[config.mk]
export PLATFORM = sky130hd
export DESIGN_NAME = pool_tile_sched
export DESIGN_NICKNAME = d
export VERILOG_FILES = /design/src/rtl/pool_tile_sched.sv
export SDC_FILE = /design/constraint.sdc
export NUM_CORES = 1
export LEC_CHECK = 0
export CORE_AREA = 2 2 133 135
export CTS_BUF_LIST = sky130_fd_sc_hd__clkbuf_4 sky130_fd_sc_hd__clkbuf_8
export CTS_CLUSTER_DIAMETER = 60
export DETAILED_ROUTE_END_ITERATION = 8
export DIE_AREA = 0 0 135 137
export PLACE_DENSITY_LB_ADDON = 0.12
export SETUP_SLACK_MARGIN = 0.3
export SLEW_MARGIN = 20
export SYNTH_ARGS = -nofsm -noshare
export SYNTH_HDL_FRONTEND = slang
export SYNTH_SLANG_ARGS = --single-unit
[constraint.sdc]
create_clock -name clock -period 12.3 [get_ports clock]
set_input_delay 2.46 -clock clock [delete_from_list [all_inputs] [get_ports clock]]
set_output_delay 2.46 -clock clock [all_outputs]
set_load 0.01 [all_outputs]
[src/rtl/pool_tile_sched.sv]
// Purpose: walks the pool buffer over a row-major tile grid (config, go, wait fill, dump, wait drain).
// Latency: config check 1 cycle after start; tile_go 2 cycles after entering a tile; tile_dump 1 cycle after glb_ready.
// Backpressure: DUMP_REQ stalls indefinitely while glb_ready is low; pad_end/dump_end are waited on without timeout.
//
// Ports:
//   clock, rst_n                  clock and asynchronous active-low reset
//   start, abort                  layer start pulse (IDLE only) and abort request
//   cfg_*                         layer geometry, captured when start is accepted
//   pad_end, dump_end, glb_ready  pool buffer / global buffer handshakes
//   tile_length_to_qtf .. pad_size  latched geometry for the datapath
//   pad_mod_sel                   pad mode (1..9) of the current tile
//   tile_go, tile_dump, done      single-cycle pulses
//   tile_x, tile_y, busy, cfg_err current tile position, layer active, sticky config error
module pool_tile_sched #(
    parameter int POOL_SIZE = 2,
    parameter int MAX_DIM   = 31
) (
    input  logic       clock,
    input  logic       rst_n,
    input  logic       start,
    input  logic       abort,
    input  logic [3:0] cfg_tiles_x,
    input  logic [3:0] cfg_tiles_y,
    input  logic [5:0] cfg_tile_length,
    input  logic [5:0] cfg_tile_height,
    input  logic [2:0] cfg_ksize,
    input  logic [2:0] cfg_stride,
    input  logic [2:0] cfg_pad_size,
    input  logic       pad_end,
    input  logic       dump_end,
    input  logic       glb_ready,
    output logic [5:0] tile_length_to_qtf,
    output logic [5:0] tile_height_to_qtf,
    output logic [2:0] ksize,
    output logic [2:0] stride,
    output logic [2:0] pad_size,
    output logic [3:0] pad_mod_sel,
    output logic       tile_go,
    output logic       tile_dump,
    output logic [3:0] tile_x,
    output logic [3:0] tile_y,
    output logic       busy,
    output logic       done,
    output logic       cfg_err
);

    typedef enum logic [2:0] {
        S_IDLE,
        S_CHECK,
        S_ISSUE,
        S_WAIT_POOL,
        S_DUMP_REQ,
        S_WAIT_DUMP
    } state_t;

    state_t     state;
    logic [3:0] tiles_x_q;
    logic [3:0] tiles_y_q;
    logic       abort_pend;

    // Pooled output size of the latched geometry; only evaluated in CHECK.
    logic [2:0] s_div;
    logic [6:0] l_diff, h_diff;
    logic [6:0] l_out, h_out;
    logic [6:0] lp, hp;
    logic       cfg_bad;

    always_comb begin
        // Divisor forced non-zero; a zero stride is rejected separately.
        s_div   = (stride == 3'd0) ? 3'd1 : stride;
        // Underflow when k exceeds L/H is harmless: that case is flagged below.
        l_diff  = {1'b0, tile_length_to_qtf} - {4'b0, ksize};
        h_diff  = {1'b0, tile_height_to_qtf} - {4'b0, ksize};
        l_out   = (l_diff / {4'b0, s_div}) + 7'd1;
        h_out   = (h_diff / {4'b0, s_div}) + 7'd1;
        lp      = l_out / 7'(POOL_SIZE);
        hp      = h_out / 7'(POOL_SIZE);
        cfg_bad = (stride == 3'd0) || (ksize == 3'd0)
               || ({3'b0, ksize} > tile_length_to_qtf)
               || ({3'b0, ksize} > tile_height_to_qtf)
               || (tiles_x_q == 4'd0) || (tiles_y_q == 4'd0)
               || (lp == 7'd0) || (hp == 7'd0)
               || (({1'b0, lp} + 8'(pad_size)) > 8'(MAX_DIM))
               || (({1'b0, hp} + 8'(pad_size)) > 8'(MAX_DIM));
    end

    // Grid position bookkeeping for the advance out of WAIT_DUMP.
    logic       at_last_col;
    logic       at_last_tile;
    logic [3:0] nxt_x, nxt_y;

    always_comb begin
        at_last_col  = (tile_x == tiles_x_q - 4'd1);
        at_last_tile = at_last_col && (tile_y == tiles_y_q - 4'd1);
        nxt_x        = at_last_col ? 4'd0 : tile_x + 4'd1;
        nxt_y        = at_last_col ? tile_y + 4'd1 : tile_y;
    end

    // Edge classification checks first/top edge before last/bottom edge,
    // so a single row or column is treated as top/left.
    function automatic logic [3:0] mode_of(input logic [3:0] x, input logic [3:0] y,
                                           input logic [3:0] nx, input logic [3:0] ny);
        logic [1:0] rc, cc;
        rc = (y == 4'd0) ? 2'd0 : ((y == ny - 4'd1) ? 2'd2 : 2'd1);
        cc = (x == 4'd0) ? 2'd0 : ((x == nx - 4'd1) ? 2'd2 : 2'd1);
        return ({2'b0, rc} * 4'd3) + {2'b0, cc} + 4'd1;
    endfunction

    always_ff @(posedge clock or negedge rst_n) begin
        if (!rst_n) begin
            state              <= S_IDLE;
            tiles_x_q          <= '0;
            tiles_y_q          <= '0;
            abort_pend         <= 1'b0;
            tile_length_to_qtf <= '0;
            tile_height_to_qtf <= '0;
            ksize              <= '0;
            stride             <= '0;
            pad_size           <= '0;
            pad_mod_sel        <= '0;
            tile_go            <= 1'b0;
            tile_dump          <= 1'b0;
            tile_x             <= '0;
            tile_y             <= '0;
            busy               <= 1'b0;
            done               <= 1'b0;
            cfg_err            <= 1'b0;
        end else begin
            tile_go   <= 1'b0;
            tile_dump <= 1'b0;
            done      <= 1'b0;
            unique case (state)
                S_IDLE: begin
                    if (start) begin
                        tiles_x_q          <= cfg_tiles_x;
                        tiles_y_q          <= cfg_tiles_y;
                        tile_length_to_qtf <= cfg_tile_length;
                        tile_height_to_qtf <= cfg_tile_height;
                        ksize              <= cfg_ksize;
                        stride             <= cfg_stride;
                        pad_size           <= cfg_pad_size;
                        busy               <= 1'b1;
                        cfg_err            <= 1'b0;
                        tile_x             <= '0;
                        tile_y             <= '0;
                        abort_pend         <= 1'b0;
                        state              <= S_CHECK;
                    end
                end
                S_CHECK: begin
                    if (abort || cfg_bad) begin
                        cfg_err <= cfg_bad && !abort;
                        done    <= 1'b1;
                        busy    <= 1'b0;
                        state   <= S_IDLE;
                    end else begin
                        pad_mod_sel <= mode_of(4'd0, 4'd0, tiles_x_q, tiles_y_q);
                        state       <= S_ISSUE;
                    end
                end
                S_ISSUE: begin
                    if (abort) begin
                        done  <= 1'b1;
                        busy  <= 1'b0;
                        state <= S_IDLE;
                    end else begin
                        tile_go <= 1'b1;
                        state   <= S_WAIT_POOL;
                    end
                end
                S_WAIT_POOL: begin
                    if (abort) begin
                        done  <= 1'b1;
                        busy  <= 1'b0;
                        state <= S_IDLE;
                    end else if (pad_end) begin
                        state <= S_DUMP_REQ;
                    end
                end
                S_DUMP_REQ: begin
                    if (abort) begin
                        done  <= 1'b1;
                        busy  <= 1'b0;
                        state <= S_IDLE;
                    end else if (glb_ready) begin
                        tile_dump <= 1'b1;
                        state     <= S_WAIT_DUMP;
                    end
                end
                S_WAIT_DUMP: begin
                    // A dump in flight must complete so the pool buffer clears;
                    // abort is only honoured once dump_end arrives.
                    if (dump_end) begin
                        if (abort || abort_pend || at_last_tile) begin
                            done       <= 1'b1;
                            busy       <= 1'b0;
                            abort_pend <= 1'b0;
                            state      <= S_IDLE;
                        end else begin
                            tile_x      <= nxt_x;
                            tile_y      <= nxt_y;
                            pad_mod_sel <= mode_of(nxt_x, nxt_y, tiles_x_q, tiles_y_q);
                            state       <= S_ISSUE;
                        end
                    end else if (abort) begin
                        abort_pend <= 1'b1;
                    end
                end
                default: state <= S_IDLE;
            endcase
        end
    end

endmodule

==> impl_metrics.toml, run 1 <==
[sta]
setup-violations-final = 0
worst_clock_skew_ps = 12.4
final_hold_viol_count = 0
rsz0062_at_grt = "no"
maxSlewViolCount = 0
post-route-period-util_pct = 92.0
fin_setup_tns_ps = 0
relSlewSlack_pct = 41.4
tightest_slew_ps = 876
fmax_mhz = 88.3
fin_crit_ps = 11320

[floorplanning]
initial_core_util_pct = 33.2
die_area_um2 = 18500
rows = 48
core_um2 = 17100
die_w_um = 135
dieHeight_um = 137
ioPinCount = 74

[logic_synthesis]
async_flop_share_pct = 100
synth_seq_cells = 50
ys_types = 78
synth_xor_area_share_pct = 6.49
yosysSeqAreaShare_pct = 22.1
syn_nets = 823
synth_top_cell_by_area = "dfrtp_1"
synth_adder_area_share_pct = 15.8
ys_warn_count = 0
synth_mux_area_share_pct = 2.85
synth_area_leaders = "dfrtp_1 (22%), ha_1 (13%), nand2_1 (7.0%)"
yosysTopAreaCellShare_pct = 22.1
synth_edf_count = 0
netlist_area_um2 = 5670
synth_compound_area_share_pct = 25.2
synth_top_family_by_area = "compound AO/OA/AOI/OAI gates"
synth.avg_cell_area_um2 = 7.87
synth-simple-area-share_pct = 23.8
netlist_instances = 720
synth_ff_type = "dfrtp_1"

[final_layout]
fillers = 1766
drive_above_1_share_pct = 12.9
final_area_um2 = 7150
n_antenna_cell = 0
nets = 925
syn_to_final_growth_pct = 26.2
mostFrequentLayoutCell = "nand2_1"
final_cell_mix = "nand2_1 (102), clkdlybuf4s50_1 (72), ha_1 (61)"
final_cells = 1048

[setup_path]
worstPathArrival_ps = 11530
cp_slowest_stage_delay_ps = 490
start_kind = "register"
path_max_fanout = 8
critPathKind = "reg2reg"
cp_slowest_cell = "dfrtp_1"
end_kind = "register"
cp_data_required_time_ps = 12510
cpMostUsedCell = "ha_1"
r2r.worst_path.cells = 57

[clock_tree]
cts_max_level = 2
clk_latency_ps = 320
path_clk_slew_ps = 100
cts_buffers = 5
cts_buffer_depth = 2
cts_root_buf = "clkbuf_8"
cts_tree = "done"
clock-sinks = 50
cts_hold_buf = 0

[grt]
grt_use_total_pct = 18.8
grt_pass1_wl_um = 28100
antenna_found_initial = 0
overflow = 0
grt_max_degree = 51
grt_pass1_vias = 5679

[route]
viasPerCell = 5.40
wl_per_cell_um = 16.4
drc = 0
first_iter_violations = 254
vias = 5662
routed_wl_um = 17200
first_pass_iters = 5
antenna_left = 0

[placement]
placed_cell_area_um2 = 6870
dpl.cell_count = 1033
dp_hpwl_um = 13700
io_buffers = 73
gp_congestion = 0.843

[min_path]
worstHoldPathCells = 1
hold_path.class = "reg2reg"

[run]
cap_violations = 0

[outcome]
outcome = "completed"
## flip-flops by register name, summed over array words and instances, names as in the netlist
register / count
tile_dump: 1
pad_size: 3
done: 1
cfg_err: 1
tile_go: 1
stride: 3
pad_mod_sel: 4
ksize: 3
tiles_y_q: 4
tile_height_to_qtf: 6
tile_y: 4
state: 3
tiles_x_q: 4
tile_x: 4
busy: 1
tile_length_to_qtf: 6
abort_pend: 1
## critical path: cells and delay by family, from the launching register on
family / cells / cell delay [ps]
AO/OA/AOI/OAI: 23 / 3730
flip-flops: 1 / 490
multiplexers: 1 / 260
AND/OR/NAND/NOR: 21 / 3470
buffers and inverters: 2 / 320
adder cells (fa/ha/maj): 9 / 2750
XOR/XNOR: 1 / 190
## cell type report
cell class | count | area [um^2] | area share [%]
Multi-Input combinational cell | 614 | 4340 | 60.7
Timing Repair Buffer | 117 | 1060 | 14.8
Sequential cell | 50 | 1250 | 17.5
Clock inverter | 1 | 5.00 | 0.0700
Tap cell | 225 | 282 | 3.94
Inverter | 34 | 128 | 1.78
Clock buffer | 7 | 90.1 | 1.26
## cell usage after synthesis, types with 12 or more instances
cell type	count
a31oi_1	12
clkbuf_1	20
inv_1	34
o21a_1	16
o21ai_0	43
nand2_1	105
xor2_1	18
nand3_1	18
nand2b_1	12
ha_1	61
a21oi_1	43
xnor2_1	24
o211ai_1	15
nor2_1	63
nor2b_1	12
nor3_1	24
dfrtp_1	50
## metrics by stage
step	setup WS, ps	util [%]	hold WS [ps]
after floorplan	879	-	488
after detailed placement	389	40.3	518
after global routing	249	41.9	569
after global placement	820	40.3	512
final	979	41.9	549
after CTS	390	40.8	547
## final timing paths
kind	to	startpoint	slack [ps]
min	pad_mod_sel[3]	pad_mod_sel[3]	550
max	pad_mod_sel[3]	stride[2]	980
max reg2reg	pad_mod_sel[3]	stride[2]	980
min reg2reg	pad_mod_sel[3]	pad_mod_sel[3]	550
min in group asynchronous	state[1]	rst_n	2260
max in group asynchronous	tile_length_to_qtf[5]	rst_n	9600
## per-layer routing
metal  vias up  part of all wire [%]  GRT usage [%]
met2        75                    50           34.2
met4         0                   1.4           4.40
met5         -                     0              0
met3        14                   2.3           1.89
li1       2832                     -              -
met1      2741                    46           24.0
## logic make-up after synthesis
group	count (synthesis)
adders and majority gates	68
AOI/OAI and AO/OA	206
xor gates and xnor gates	42
and+or+nand+nor	284
muxes	14
DFF	50
buffers and inverters	56
## repair_timing
item                                    in CTS  in global routing
endpoints found under the setup margin       3                  8
setup buffers                                0                  7
gates resized for setup                      1                 34
pin swaps                                    0                  6
hold endpoints to repair                     0                  0
Power of run 1 is not shown: default switching activity piles up to over one toggle a cycle in this logic, so the estimate is an artifact.
==> inputs of run 2 (changes only) <==
ABC_AREA = 1   (was default)
CORE_AREA = 2 2 130 132   (was 2 2 133 135)
CTS_CLUSTER_SIZE = 16   (was default)
DIE_AREA = 0 0 132 134   (was 0 0 135 137)
==> run 2 against run 1 <==
Net effect:
- count of clock-buffer cells in the layout is 2 lower
- highest routed layer unchanged
- cell area is 8.2% lower
- non-clock buffer count is 40 lower
==> impl_metrics.toml, run 2 <==
[logic_synthesis]
yosysTopAreaCellShare_pct = 22.9
netlist_instances = 762
netlist_area_um2 = 5470
synth_top_cell_by_area = "dfrtp_1"
synth.avg_cell_area_um2 = 7.17
synth_edf_count = 0
ys_warn_count = 0
ys_types = 46
yosysSeqAreaShare_pct = 22.9
syn_nets = 865
synth_area_leaders = "dfrtp_1 (23%), ha_1 (14%), nand2_1 (11%)"
synth_seq_cells = 50
synth_most_common_cell = "nand2_1"
yosys-top-cells-count = "nand2_1 (160), inv_1 (106), nor2_1 (76)"
synth_ff_type = "dfrtp_1"
async_flop_share_pct = 100

[clock_tree]
clk_latency_ps = 330
cts_root_buf = "clkbuf_8"
cts_max_level = 2
cts_buffer_depth = 2
clock-sinks = 50
cts_tree = "done"
cts_buffers = 5
cts_hold_buf = 0
path_clk_slew_ps = 110

[sta]
worst_clock_skew_ps = 4.53
fin_setup_tns_ps = 0
maxSlewViolCount = 0
final_hold_viol_count = 0
fmax_mhz = 92.6
tightest_slew_ps = 776
post-route-period-util_pct = 87.8
rsz0062_at_grt = "no"
fin_crit_ps = 10800
setup-violations-final = 0
relSlewSlack_pct = 46.9

[setup_path]
cpMostUsedCell = "nand2_1"
cp_data_required_time_ps = 12500
r2r.worst_path.cells = 68
r2r_slack_ps = 1500
worstPathArrival_ps = 11010
start_kind = "register"
path_max_fanout = 8
crit_start = "ksize[0]"
cp_slowest_cell = "dfrtp_1"
r2r-end = "busy"
reg2reg_from = "ksize[0]"
endpoint = "busy"
cp_slowest_stage_delay_ps = 470
end_kind = "register"
critPathKind = "reg2reg"

[run]
cap_violations = 0

[grt]
overflow = 0
met2_usage_pct = 28.6
grt_pass1_wl_um = 24300
antenna_found_initial = 0
grt_use_total_pct = 16.7
grt_pass1_vias = 5211
grt_max_degree = 57
use_met1_pct = 21.8
use_met3_pct = 2.99
grt-busiest-layer = "met2"

[route]
vias = 5057
wl_per_cell_um = 13.4
first_iter_violations = 218
drc = 0
routed_wl_um = 14200
viasPerCell = 4.77
first_pass_iters = 5
antenna_left = 0

[floorplanning]
initial_core_util_pct = 33.6
ioPinCount = 74
die_w_um = 132
die_area_um2 = 17700
core_um2 = 16300
rows = 47
dieHeight_um = 134

[placement]
dp_hpwl_um = 11600
io_buffers = 73
gp_congestion = 0.875

[final_layout]
n_antenna_cell = 0
nets = 942
syn_to_final_growth_pct = 20.2
reg_top3 = "tile_height_to_qtf: 6 flops, tile_length_to_qtf: 6 flops"
final_cell_mix = "nand2_1 (160), inv_1 (106), nor2_1 (75)"
mostFrequentLayoutCell = "nand2_1"
drive_above_1_share_pct = 11.3
fillers = 1708

[min_path]
hold_path.class = "reg2reg"
worstHoldPathCells = 2

[outcome]
outcome = "completed"
[run 2: changes by cell type in the layout (fill, tap and decap cells not counted), sizes merged, moves of 17 or more]
cell   delta
nand3    +56
inv      +86
buf      -40
nor2     +17
nor3     -17
nand2    +74
[run 2: timing repair]
item	CTS	global route
resized for setup	0	3
buffers inserted	0	0
setup endpoints to repair	0	8
[run 2: worst max-delay path: cells and delay by family, from the launching register on]
kind	cells	cell delay [ps]
compound gates	17	2480
buf+inv	12	1010
xor+xnor	1	270
fa+ha+maj	11	3240
flops	1	470
simple gates	27	3180
[run 2: per-layer routing]
layer	wire length (um)	up-vias
li1	-	2638
met1	6800	2322
met2	6750	84
met3	470	13
met4	178	0
met5	0	-
[run 2: cell families (layout without fill, tap and decap cells)]
family,count (synthesis),after routing,synth area share [%]
AOI/OAI and AO/OA,100,100,10.8
xor gates and xnor gates,41,41,6.57
adders and majority gates,67,67,16.2
buffers and inverters,125,203,8.58
DFF,50,50,22.9
muxes,10,10,2.06
and+or+nand+nor,369,369,33.0
[run 2: worst min-delay path by stage]
stage                   start        endpoint  slack (ps)
6_report       pad_mod_sel[2]  pad_mod_sel[2]         480
4_1_cts        pad_mod_sel[2]  pad_mod_sel[2]         490
3_5_place_dp   pad_mod_sel[3]  pad_mod_sel[3]         460
3_3_place_gp   pad_mod_sel[3]  pad_mod_sel[3]         460
5_1_grt        pad_mod_sel[2]  pad_mod_sel[2]         520
2_1_floorplan      abort_pend      abort_pend         450
[run 2: layout make-up]
type,count,area [um^2],area share (%)
Clock buffer,5,68.8,1.05
Clock inverter,3,22.5,0.343
Inverter,118,443,6.74
Multi-Input combinational cell,587,3750,57.1
Sequential cell,50,1250,19.0
Tap cell,220,275,4.19
Timing Repair Buffer,77,756,11.5
[run 2: stage by stage]
stage | util [%] | hold slack (ps) | cells | instance area, um^2 | setup slack, ps
finish | 40.3 | 482 | 1060 | 6570 | 1500
global route | 40.3 | 517 | 1060 | 6570 | 367
CTS | 40.3 | 490 | 1060 | 6570 | 1170
detailed placement | 39.7 | 461 | 1052 | 6470 | 1200
global placement | 39.7 | 460 | 1052 | 6470 | 1450
floorplan | - | 453 | 762 | 5470 | 2670
Power of run 2 is left out for the same reason.
